[config.mk]
export PLATFORM = sky130hd
export DESIGN_NAME = hazard_ctrl_flat
export DESIGN_NICKNAME = d
export VERILOG_FILES = /design/src/rtl/hazard_ctrl_if.sv /design/src/rtl/hazard_ctrl.sv /design/src/flat_wrapper.sv
export SDC_FILE = /design/constraint.sdc
export NUM_CORES = 1
export LEC_CHECK = 0
export CORE_ASPECT_RATIO = 1.2
export CORE_UTILIZATION = 24
export DETAILED_ROUTE_END_ITERATION = 8
export GPL_TIMING_DRIVEN = 0
export HOLD_SLACK_MARGIN = 0.08
export PLACE_DENSITY = 0.87
export SLEW_MARGIN = 20
export SYNTH_ARGS = -nofsm -noshare
export SYNTH_HDL_FRONTEND = slang
export SYNTH_SLANG_ARGS = --single-unit
[constraint.sdc]
create_clock -name clk -period 2.2 [get_ports clk]
set_clock_uncertainty 0.05 [all_clocks]
set_input_delay 0.22 -clock clk [delete_from_list [all_inputs] [get_ports clk]]
set_output_delay 0.22 -clock clk [all_outputs]
set_load 0.02 [all_outputs]
[src/rtl/hazard_ctrl_if.sv]
// Hazard controller <-> datapath bundle: instruction words in, PC/latch/squash/forward controls out.
interface hazard_ctrl_if #(parameter int CNT_W = 32);
  logic [31:0]      inst_X;
  logic [31:0]      inst_W;
  logic             br_taken_X;
  logic             pc_F_sel;
  logic             pc_en;
  logic             x_en;
  logic             w_en;
  logic             kill_X;
  logic             wb_valid;
  logic             fwd_a;
  logic             fwd_b;
  logic [CNT_W-1:0] stall_cnt;
  logic [CNT_W-1:0] flush_cnt;

  modport master (
    output inst_X, inst_W, br_taken_X,
    input  pc_F_sel, pc_en, x_en, w_en, kill_X, wb_valid, fwd_a, fwd_b, stall_cnt, flush_cnt
  );
  modport slave (
    input  inst_X, inst_W, br_taken_X,
    output pc_F_sel, pc_en, x_en, w_en, kill_X, wb_valid, fwd_a, fwd_b, stall_cnt, flush_cnt
  );
endinterface

[src/rtl/hazard_ctrl.sv]
// F/X/W hazard controller: branch squash, W->X forwarding, one-cycle load-use stall.
// Define HAZARD_PERF_CNT_EN to build the stall/flush performance counters.
module hazard_ctrl #(
  parameter logic [31:0] NOP   = 32'h0000_0013,
  parameter int          CNT_W = 32
) (
  input  logic          clk,
  input  logic          rst,
  hazard_ctrl_if.slave  hz
);
  localparam logic [6:0] OP_LUI    = 7'b0110111;
  localparam logic [6:0] OP_AUIPC  = 7'b0010111;
  localparam logic [6:0] OP_JAL    = 7'b1101111;
  localparam logic [6:0] OP_OP     = 7'b0110011;
  localparam logic [6:0] OP_STORE  = 7'b0100011;
  localparam logic [6:0] OP_BRANCH = 7'b1100011;
  localparam logic [6:0] OP_LOAD   = 7'b0000011;

  typedef enum logic {RUN, LOAD_WAIT} state_t;
  state_t state_q, state_d;
  logic   kill_q;

  logic [6:0] op_x, op_w;
  logic [4:0] rs1_x, rs2_x, rd_w;
  logic       rs1_use, rs2_use, rd_w_vld, is_load_w;
  logic       raw_a, raw_b, stall, pc_sel;

  assign op_x  = hz.inst_X[6:0];
  assign rs1_x = hz.inst_X[19:15];
  assign rs2_x = hz.inst_X[24:20];
  assign op_w  = hz.inst_W[6:0];
  assign rd_w  = hz.inst_W[11:7];

  assign rs1_use   = !(op_x == OP_LUI || op_x == OP_AUIPC || op_x == OP_JAL);
  assign rs2_use   = (op_x == OP_OP) || (op_x == OP_STORE) || (op_x == OP_BRANCH);
  // A squashed slot carries NOP, so it can never look like a producer.
  assign rd_w_vld  = !(op_w == OP_STORE || op_w == OP_BRANCH) && (hz.inst_W != NOP);
  assign is_load_w = (op_w == OP_LOAD);

  assign raw_a = rs1_use && (rs1_x != 5'd0) && rd_w_vld && (rs1_x == rd_w);
  assign raw_b = rs2_use && (rs2_x != 5'd0) && rd_w_vld && (rs2_x == rd_w);

  assign stall  = (state_q == RUN) && !kill_q && is_load_w && (raw_a || raw_b);
  assign pc_sel = hz.br_taken_X && !kill_q && !stall;

  logic unused_x;
  assign unused_x = ^{hz.inst_X[31:25], hz.inst_X[14:12], hz.inst_X[11:7]};

  always_ff @(posedge clk) begin
    if (rst) begin
      state_q <= RUN;
      kill_q  <= 1'b1;
    end else begin
      state_q <= state_d;
      kill_q  <= pc_sel;
    end
  end

  always_comb begin
    state_d = RUN;
    if (stall) state_d = LOAD_WAIT;
  end

  always_comb begin
    hz.pc_F_sel = pc_sel;
    hz.pc_en    = !stall;
    hz.x_en     = !stall;
    hz.w_en     = !stall;
    hz.wb_valid = !stall;
    hz.fwd_a    = raw_a && !kill_q && !stall;
    hz.fwd_b    = raw_b && !kill_q && !stall;
    hz.kill_X   = kill_q;
  end

`ifdef HAZARD_PERF_CNT_EN
  logic [CNT_W-1:0] stall_q, flush_q;
  logic             first_q;

  // The reset-forced kill in the first cycle is not a real squash.
  always_ff @(posedge clk) begin
    if (rst) begin
      stall_q <= '0;
      flush_q <= '0;
      first_q <= 1'b1;
    end else begin
      first_q <= 1'b0;
      if (state_q == LOAD_WAIT) stall_q <= stall_q + 1'b1;
      if (kill_q && !first_q)   flush_q <= flush_q + 1'b1;
    end
  end

  assign hz.stall_cnt = stall_q;
  assign hz.flush_cnt = flush_q;
`else
  assign hz.stall_cnt = '0;
  assign hz.flush_cnt = '0;
`endif
endmodule

[src/flat_wrapper.sv]
// flat-port wrapper written by rule: the top's interface ports become plain ports
module hazard_ctrl_flat 
#(
  parameter logic [31:0] NOP   = 32'h0000_0013,
  parameter int          CNT_W = 32
)
  (clk, rst, hz_inst_X, hz_inst_W, hz_br_taken_X, hz_pc_F_sel, hz_pc_en, hz_x_en, hz_w_en, hz_kill_X, hz_wb_valid, hz_fwd_a, hz_fwd_b, hz_stall_cnt, hz_flush_cnt);
  hazard_ctrl_if #(.CNT_W(CNT_W)) hz_i ();
  input  logic clk;
  input  logic rst;
  input wire logic [$bits(hz_i.inst_X)-1:0] hz_inst_X;
  input wire logic [$bits(hz_i.inst_W)-1:0] hz_inst_W;
  input wire logic [$bits(hz_i.br_taken_X)-1:0] hz_br_taken_X;
  output wire logic [$bits(hz_i.pc_F_sel)-1:0] hz_pc_F_sel;
  output wire logic [$bits(hz_i.pc_en)-1:0] hz_pc_en;
  output wire logic [$bits(hz_i.x_en)-1:0] hz_x_en;
  output wire logic [$bits(hz_i.w_en)-1:0] hz_w_en;
  output wire logic [$bits(hz_i.kill_X)-1:0] hz_kill_X;
  output wire logic [$bits(hz_i.wb_valid)-1:0] hz_wb_valid;
  output wire logic [$bits(hz_i.fwd_a)-1:0] hz_fwd_a;
  output wire logic [$bits(hz_i.fwd_b)-1:0] hz_fwd_b;
  output wire logic [$bits(hz_i.stall_cnt)-1:0] hz_stall_cnt;
  output wire logic [$bits(hz_i.flush_cnt)-1:0] hz_flush_cnt;
  assign hz_i.inst_X = hz_inst_X;
  assign hz_i.inst_W = hz_inst_W;
  assign hz_i.br_taken_X = hz_br_taken_X;
  assign hz_pc_F_sel = hz_i.pc_F_sel;
  assign hz_pc_en = hz_i.pc_en;
  assign hz_x_en = hz_i.x_en;
  assign hz_w_en = hz_i.w_en;
  assign hz_kill_X = hz_i.kill_X;
  assign hz_wb_valid = hz_i.wb_valid;
  assign hz_fwd_a = hz_i.fwd_a;
  assign hz_fwd_b = hz_i.fwd_b;
  assign hz_stall_cnt = hz_i.stall_cnt;
  assign hz_flush_cnt = hz_i.flush_cnt;
  hazard_ctrl #(.NOP(NOP), .CNT_W(CNT_W)) u_core (.clk(clk), .rst(rst), .hz(hz_i));
endmodule
; Word level (Yosys, flattened, before mapping)
; Cells that the tools add are included.
[word_totals]
output_inout_bits = 72
ff_bits = 2
inputBits = 67
[classes]
reduce_logical = 28
bitwise = 1
n_mux = 1
n_eq_ne = 12
[ops]
columns = cell, count
row1 = $ne A32 B5 Y1 const B, 1
row2 = $eq A7 B6 Y1 const B, 4
row3 = $eq A7 B7 Y1 const B, 3
row4 = $logic_and A1 B1 Y1, 16
row5 = $eq A5 B5 Y1, 2
row6 = $reduce_bool A5 Y1, 2
row7 = $eq A7 B2 Y1 const B, 1
row8 = $eq A7 B5 Y1 const B, 1
row9 = $logic_or A1 B1 Y1, 6
row10 = $logic_not A1 Y1, 4
row11 = $mux W1, 1
row12 = $not A1 Y1, 1

; Depth between registers and ports, before layout
[depth]
word_depth = 11
mapped_depth = 5
depth_no_buf = 5

; Worst setup path after synthesis
; OpenSTA, ideal clock, no wires.
[synth_timing]
path_type = in2out
start = in hz_inst_X[15]
end = out hz_pc_F_sel
arrival_ns = 1.575
path_stages = 4
path_buffers = 0
setup_slack_ns = 0.355
path_cell_list = or4_1 > o2111ai_1 > a21o_1 > and3_1
[synth_via]
elab_chain_cells = 8
elab_cells_between_ends = 9
classes_between = eq/ne: 1 / reduce/logical: 8
[synth_lines]
columns = item, line
row1 = "start, declared", flat_wrapper.sv:11  ; input wire logic [$bits(hz_i.inst_X)-1:0] hz_inst_X;
row2 = $reduce_bool A5 Y1, hazard_ctrl.sv:40  ; assign raw_a = rs1_use && (rs1_x != 5'd0) && rd_w_vld && (rs1_x == rd_w);
row3 = $logic_and A1 B1 Y1 (2 in a row), hazard_ctrl.sv:40
row4 = $logic_and A1 B1 Y1 *, hazard_ctrl.sv:40
row5 = $logic_or A1 B1 Y1 *, hazard_ctrl.sv:43  ; assign stall = (state_q == RUN) && !kill_q && is_load_w && (raw_a || raw_b);
row6 = $logic_and A1 B1 Y1 *, hazard_ctrl.sv:43
row7 = $logic_not A1 Y1 *, --
row8 = named net hz_pc_en, flat_wrapper.sv:15  ; output wire logic [$bits(hz_i.pc_en)-1:0] hz_pc_en;
row9 = $logic_and A1 B1 Y1 *, hazard_ctrl.sv:44  ; assign pc_sel = hz.br_taken_X && !kill_q && !stall;
row10 = "end, declared", flat_wrapper.sv:14  ; output wire logic [$bits(hz_i.pc_F_sel)-1:0] hz_pc_F_sel;
; Mark *: on every way through the listed nets, which the timed path passes. The rest lies on a longest branch.

; Worst setup path in the final report
[layout_timing]
start = in hz_inst_X[0]
end = out hz_pc_F_sel
[layout_via]
elab_chain_cells = 11
elab_cells_between_ends = 21
classes_between = eq/ne: 6 / reduce/logical: 15
[layout_lines]
columns = item, line
row1 = $eq A7 B6 Y1 or $eq A7 B5 Y1 (tied branches), hazard_ctrl.sv:34  ; assign rs1_use = !(op_x == OP_LUI || op_x == OP_AUIPC || op_x == OP_JAL);
row2 = $logic_or A1 B1 Y1 (2 in a row), hazard_ctrl.sv:34
row3 = $logic_not A1 Y1, hazard_ctrl.sv:34
row4 = $logic_and A1 B1 Y1 (3 in a row), hazard_ctrl.sv:40
row5 = $logic_or A1 B1 Y1 *, hazard_ctrl.sv:43
row6 = $logic_and A1 B1 Y1 *, hazard_ctrl.sv:43
row7 = $logic_not A1 Y1 *, hazard_ctrl.sv:44
row8 = $logic_and A1 B1 Y1 *, hazard_ctrl.sv:44
; Every way passes the cells marked *; elsewhere a longest branch is shown, timed or not.

==> summary.txt <==
=================================================================================
Status                                                               complete, but fails checks
Violations in the final reports                                      design-rule violations
Average cell area after synthesis                                       7.28 um^2
Total of hold buffers inserted after clock tree synthesis                       0
Worst-Skew Late Latency                                                   0.21 ns
Largest delay share family, worst path                               simple AND/OR/NAND/NOR gates
Cells along the critical path                                        clkdlybuf4s50_1 > and2_4 > nand4_1 > or3_4 > a21o_1 > buf_6 > and3_4 > buf_6
Final weighted congestion in routability-driven placement                   0.835
Leading cell types by total area after synthesis                     buf_4 (58%), nor4_1 (6.5%), xor2_1 (5.1%), dfxtp_1 (4.6%), xnor2_1 (4.0%)
Wire length of the first global-routing pass                              3710 um
Via count                                                                   1,069
Die width                                                                 56.8 um
Average wire length per cell after detail routing                         9.48 um
Cell type with the largest total area after synthesis                       buf_4
Classification of the worst-slack hold path                             in -> reg
Top library cells by usage in the layout, fill and taps aside        buf_4 (70), conb_1 (64), clkdlybuf4s50_1 (35), dlygate4sd2_1 (14), nor4_1 (9)
Number of library cell types mapped by synthesis                               24
Shortest clock period the worst path allows after layout                  2.15 ns
Synthesized area                                                         866 um^2
Arrival time reported for the critical path endpoint                      1.88 ns
I/O pin count                                                                 139
Clock buffer depth                                                              2
Hold WS                                                                  0.538 ns
Synthesis-to-layout area growth                                              115%
Cell occurring most often along the worst timing path                       buf_6
WL final                                                                  2700 um
Post-detailed-placement cell area                                       1740 um^2
Initial antenna violation count                                                 0
Total Die Area                                                          3850 um^2
Post-synthesis sequential area ratio                                        4.62%
Non-Filler Cell Area, Final                                             1860 um^2
Share of Yosys cell area claimed by the top area cell type                  58.1%
Total core area                                                         3400 um^2
Via count of the first global-routing pass                                    897
Pleak                                                                     1.03 nW
Yosys Warn Count                                                                0
Power density of the placed cells                                     281 nW/um^2
Crit Path Class                                                         in -> out
Final HPWL DP                                                             2210 um
Count of inserted antenna diode cells                                           0
Synth Register Bits                                                             2
CTS tree                                                                      yes
Element type at the critical path start                                 input pin
Post-DR vias/cell                                                            3.75
Nets                                                                          317
First-iteration detailed-routing DRC count                                     34
Max-slew violations                                                             0
Total clock buffers created by CTS                                              3
Overall Global Routing Usage                                                12.6%
Effective utilization at floorplan                                          25.5%
Commonest non-fill, non-tap cell in the layout                              buf_4
Critical-path cell with the highest stage delay                      clkdlybuf4s50_1
Clock Tree Root                                                          clkbuf_8
Number of buffer and inverter instances along the worst setup path              3
CTS H-tree lvls                                                                 1
Number of fillers in the final layout                                         319
DRC errors left                                                                20
Maximum fanout encountered on the critical timing path                          4
Required time at the endpoint of the critical path                        1.93 ns
Capturing element type of the critical path                          primary output
Fraction of final layout cells with drive strength greater than 1           35.5%
Num rows                                                                       23
Grt ovf                                                                         0
Total negative slack                                                         0 ns
Fmax                                                                      466 MHz
Fin crit share                                                              97.5%
RSZ-0062 raised after global routing                                           no
Sinks on Clock Net                                                              2
Pin count of the biggest net entering global routing                            5
Highest ir drop seen on vdd                                              0.287 mV
Number of violations of the max-capacitance limit                               0
TritonRoute pass-1 iters                                                        6
Final Hold Violating Endpoints                                                  0
DRT antenna net count                                                           0
Port buffer count                                                              59
Chip Height                                                               67.8 um
Final count of negative-setup-slack endpoints                                   0
Cell count after synthesis                                                    119
Crit path largest cell delay                                              0.46 ns
Clock-pin transition on the worst setup and hold timing paths             0.03 ns
=================================================================================
## kinds of logic after synthesis
| family | after synthesis | synth area share [%] |
|---|---|---|
| XOR/XNOR | 9 | 9.10 |
| AND/OR/NAND/NOR | 30 | 19.7 |
| buffers and inverters | 69 | 59.0 |
| flip-flops | 2 | 4.62 |
| other | 1 | 0.433 |
| AO/OA/AOI/OAI | 8 | 7.23 |
## per-stage QoR
stage	utilization, %	setup WS, ns	cells	power, mW
after floorplan	-	0.355	182	0.253
after global placement	51.2	-0.624	278	0.362
after detailed placement	51.2	-0.645	278	0.364
after CTS	53.5	-0.0425	284	0.511
after global routing	54.8	0.00628	285	0.549
final	54.8	0.0547	285	0.522
## area by class of cell
class	instances	area (um^2)	area share [%]
Clock buffer	3	41.3	2.22
Sequential cell	2	40.0	2.15
Multi-Input combinational cell	111	608	32.7
Inverter	2	7.51	0.404
Tap cell	37	46.3	2.49
Timing Repair Buffer	63	613	33.0
Buffer	67	503	27.1
## synthesized netlist by cell type, drive strengths merged
library cell / number
and2: 1
nor2: 5
inv: 2
nor4b: 1
a31o: 1
buf: 67
dfxtp: 2
nand4: 3
or3: 1
nand2: 3
xor2: 5
xnor2: 4
a21o: 1
nor3: 2
nor4: 9
o211ai: 1
o2111ai: 3
conb: 1
o21ai: 1
o21a: 1
and3: 2
or4: 1
nor3b: 1
nor2b: 1
## timing repair
| item | in CTS | in global routing |
|---|---|---|
| pin swaps | 7 | 7 |
| buffers inserted | 3 | 1 |
| gates resized for setup | 45 | 12 |
| endpoints found under the setup margin | 7 | 5 |
## per-layer routing
metal / share of wire [%] / vias to the layer above / wire, um / global-route usage [%]
met5: 0 / - / 0 / 0
met4: 0.70 / 0 / 19 / 3.66
met3: 17 / 2 / 469 / 3.64
met2: 51 / 94 / 1380 / 26.5
met1: 31 / 440 / 833 / 11.6
li1: - / 533 / - / -
## sequential cells by signal, indices dropped and copies added, names as in the netlist
| register | flops |
|---|---|
| u_core.hz.kill_X | 1 |
| u_core.state_q | 1 |
## power by group
group	internal (mW)	switching [mW]	leakage, nW
Clock	0.116	0.0326	0.0216
Sequential	0.0379	0.00128	0.0165
Combinational	0.173	0.161	0.990
Total	0.327	0.195	1.03
## final timing paths
kind	slack [ns]	depth (start not counted)	startpoint	endpoint
max reg2reg	0.84	5	u_core.hz.kill_X	u_core.hz.kill_X
min reg2reg	0.55	2	u_core.hz.kill_X	u_core.hz.kill_X
max	0.05	8	hz_inst_X[0]	hz_pc_F_sel
min	0.54	2	rst	u_core.state_q
(Power assumes the default switching activity.)
==> patch, RTL diff (config.mk and constraints unchanged) <==
Add a define of `HAZARD_PERF_CNT_EN`.
--- a/src/rtl/hazard_ctrl.sv
+++ b/src/rtl/hazard_ctrl.sv
@@ -1,5 +1,7 @@
 // F/X/W hazard controller: branch squash, W->X forwarding, one-cycle load-use stall.
 // Define HAZARD_PERF_CNT_EN to build the stall/flush performance counters.
+`define HAZARD_PERF_CNT_EN
+
 module hazard_ctrl #(
   parameter logic [31:0] NOP   = 32'h0000_0013,
   parameter int          CNT_W = 32
Check against the original RTL: not equivalent (a bounded check fails within 4 cycles, from zero or initial values and one cycle with rst high).
==> patch against the original RTL <==
The flow still finishes with violations (design-rule violations). Setup slack worse by 0.99 ps. Final area rose to 2.9 times the old value. Critical path depth is 2 lower. Routed wire length grew to 3.9 times the old value. Power rose to 5.2 times the old value. Highest routed layer unchanged. Final cell count grew to 2.6 times the old value. Sequential cell count increased by 65. Synthesized area rose to 4.0 times the old value.
==> patch: results <==
outcome:
  violations: "design-rule violations"
  status: "finished, violations left"
drt:
  drc: 4
  post_drt_wl_per_cell_um: 14.6
  vias: 3787
  drtIter0Drc: 258
logic_synthesis:
  yosysUniqueCellTypes: 45
  ys_top_cells_by_count: "67 x dfxtp_1, 39 x a21oi_1, 29 x or4_1"
  synth-seq-area-share_pct: 39.0
critical_path:
  critPathMaxFanout: 8
  rr_endpoint: "u_core.hz.flush_cnt[26]$_SDFFE_PP0P_"
  r2r_slack_ps: 90
  startpoint: "u_core.state_q$_SDFF_PP0_"
  rr_worst_depth: 6
clock_network:
  cts-root-buf: "clkbuf_16"
  clk_latency_ps: 330
  clk_pin_slew_worst_paths_ps: 50
  numCtsBuffers: 9
  htree_levels: 3
worst_hold_path:
  min_from: "hz_inst_X[16]"
  whs_path_depth: 5
placement:
  place_hpwl_um: 7540
  gp_congestion: 0.796
global_routing:
  grt_max_degree: 14
pwr:
  vdd_drop_max_uv: 270
  p_leak_nw: 1.73
layout:
  drive_gt1_share_pct: 14.2
## patch: kinds of logic (layout without fill, tap and decap cells)
kind of cell,after synthesis,count (layout),synth area share (%)
and+or+nand+nor,180,180,30.8
AOI/OAI and AO/OA,90,90,16.0
DFF,67,67,39.0
buffers and inverters,38,185,4.88
xor gates and xnor gates,29,29,7.39
muxes,4,4,1.24
adders and majority gates,2,2,0.728
## patch: critical path: stages (launching register included)
cell	delay, ps
dfxtp_1	290
buf_4	150
nor3_1	260
nand3_2	190
nor4_2	380
nor3_1	100
buf_2	170
## patch: area by class of cell
type                    count  area [um2]  area share, %
repair buffers            135        1290           24.1
flip-flops and latches     67        1360           25.3
inverters                  11        41.3          0.770
clock buffers              12         246           4.60
clock inverters             3        15.0          0.280
well taps                 171         214           3.99
plain buffers              24         128           2.38
multi-input cells         305        2070           38.5
## patch: where the power goes
part | switching, mW | internal, mW
combinational | 0.0886 | 0.120
sequential | 0.0107 | 1.22
clock | 0.501 | 0.781
## patch: stage by stage
step                utilization (%)  hold slack [ps]  instances  setup WS [ps]  instance area [um2]
finish                         38.6              382        728           53.7                 5360
global route                   38.6              398        728          -45.3                 5360
CTS                            37.7              444        724           2.39                 5230
detailed placement             35.2              437        704           -648                 4880
global placement               35.2              428        704           -647                 4880
floorplan                         -              198        410           2.49                 3440
## patch: metal layers
layer	share of wire, %	global-route usage (%)	vias to the layer above
li1	-	-	1842
met1	40	15.2	1763
met2	51	25.6	163
met3	6.8	3.48	19
met4	2.3	6.98	0
met5	0	0	-
## patch: repair_timing
item | 4_1_cts | 5_1_grt
setup buffers | 8 | 4
pin swaps | 8 | 12
setup endpoints to repair | 46 | 36
cloned | 0 | 0
gates resized for setup | 63 | 36
hold buffers | 0 | 0
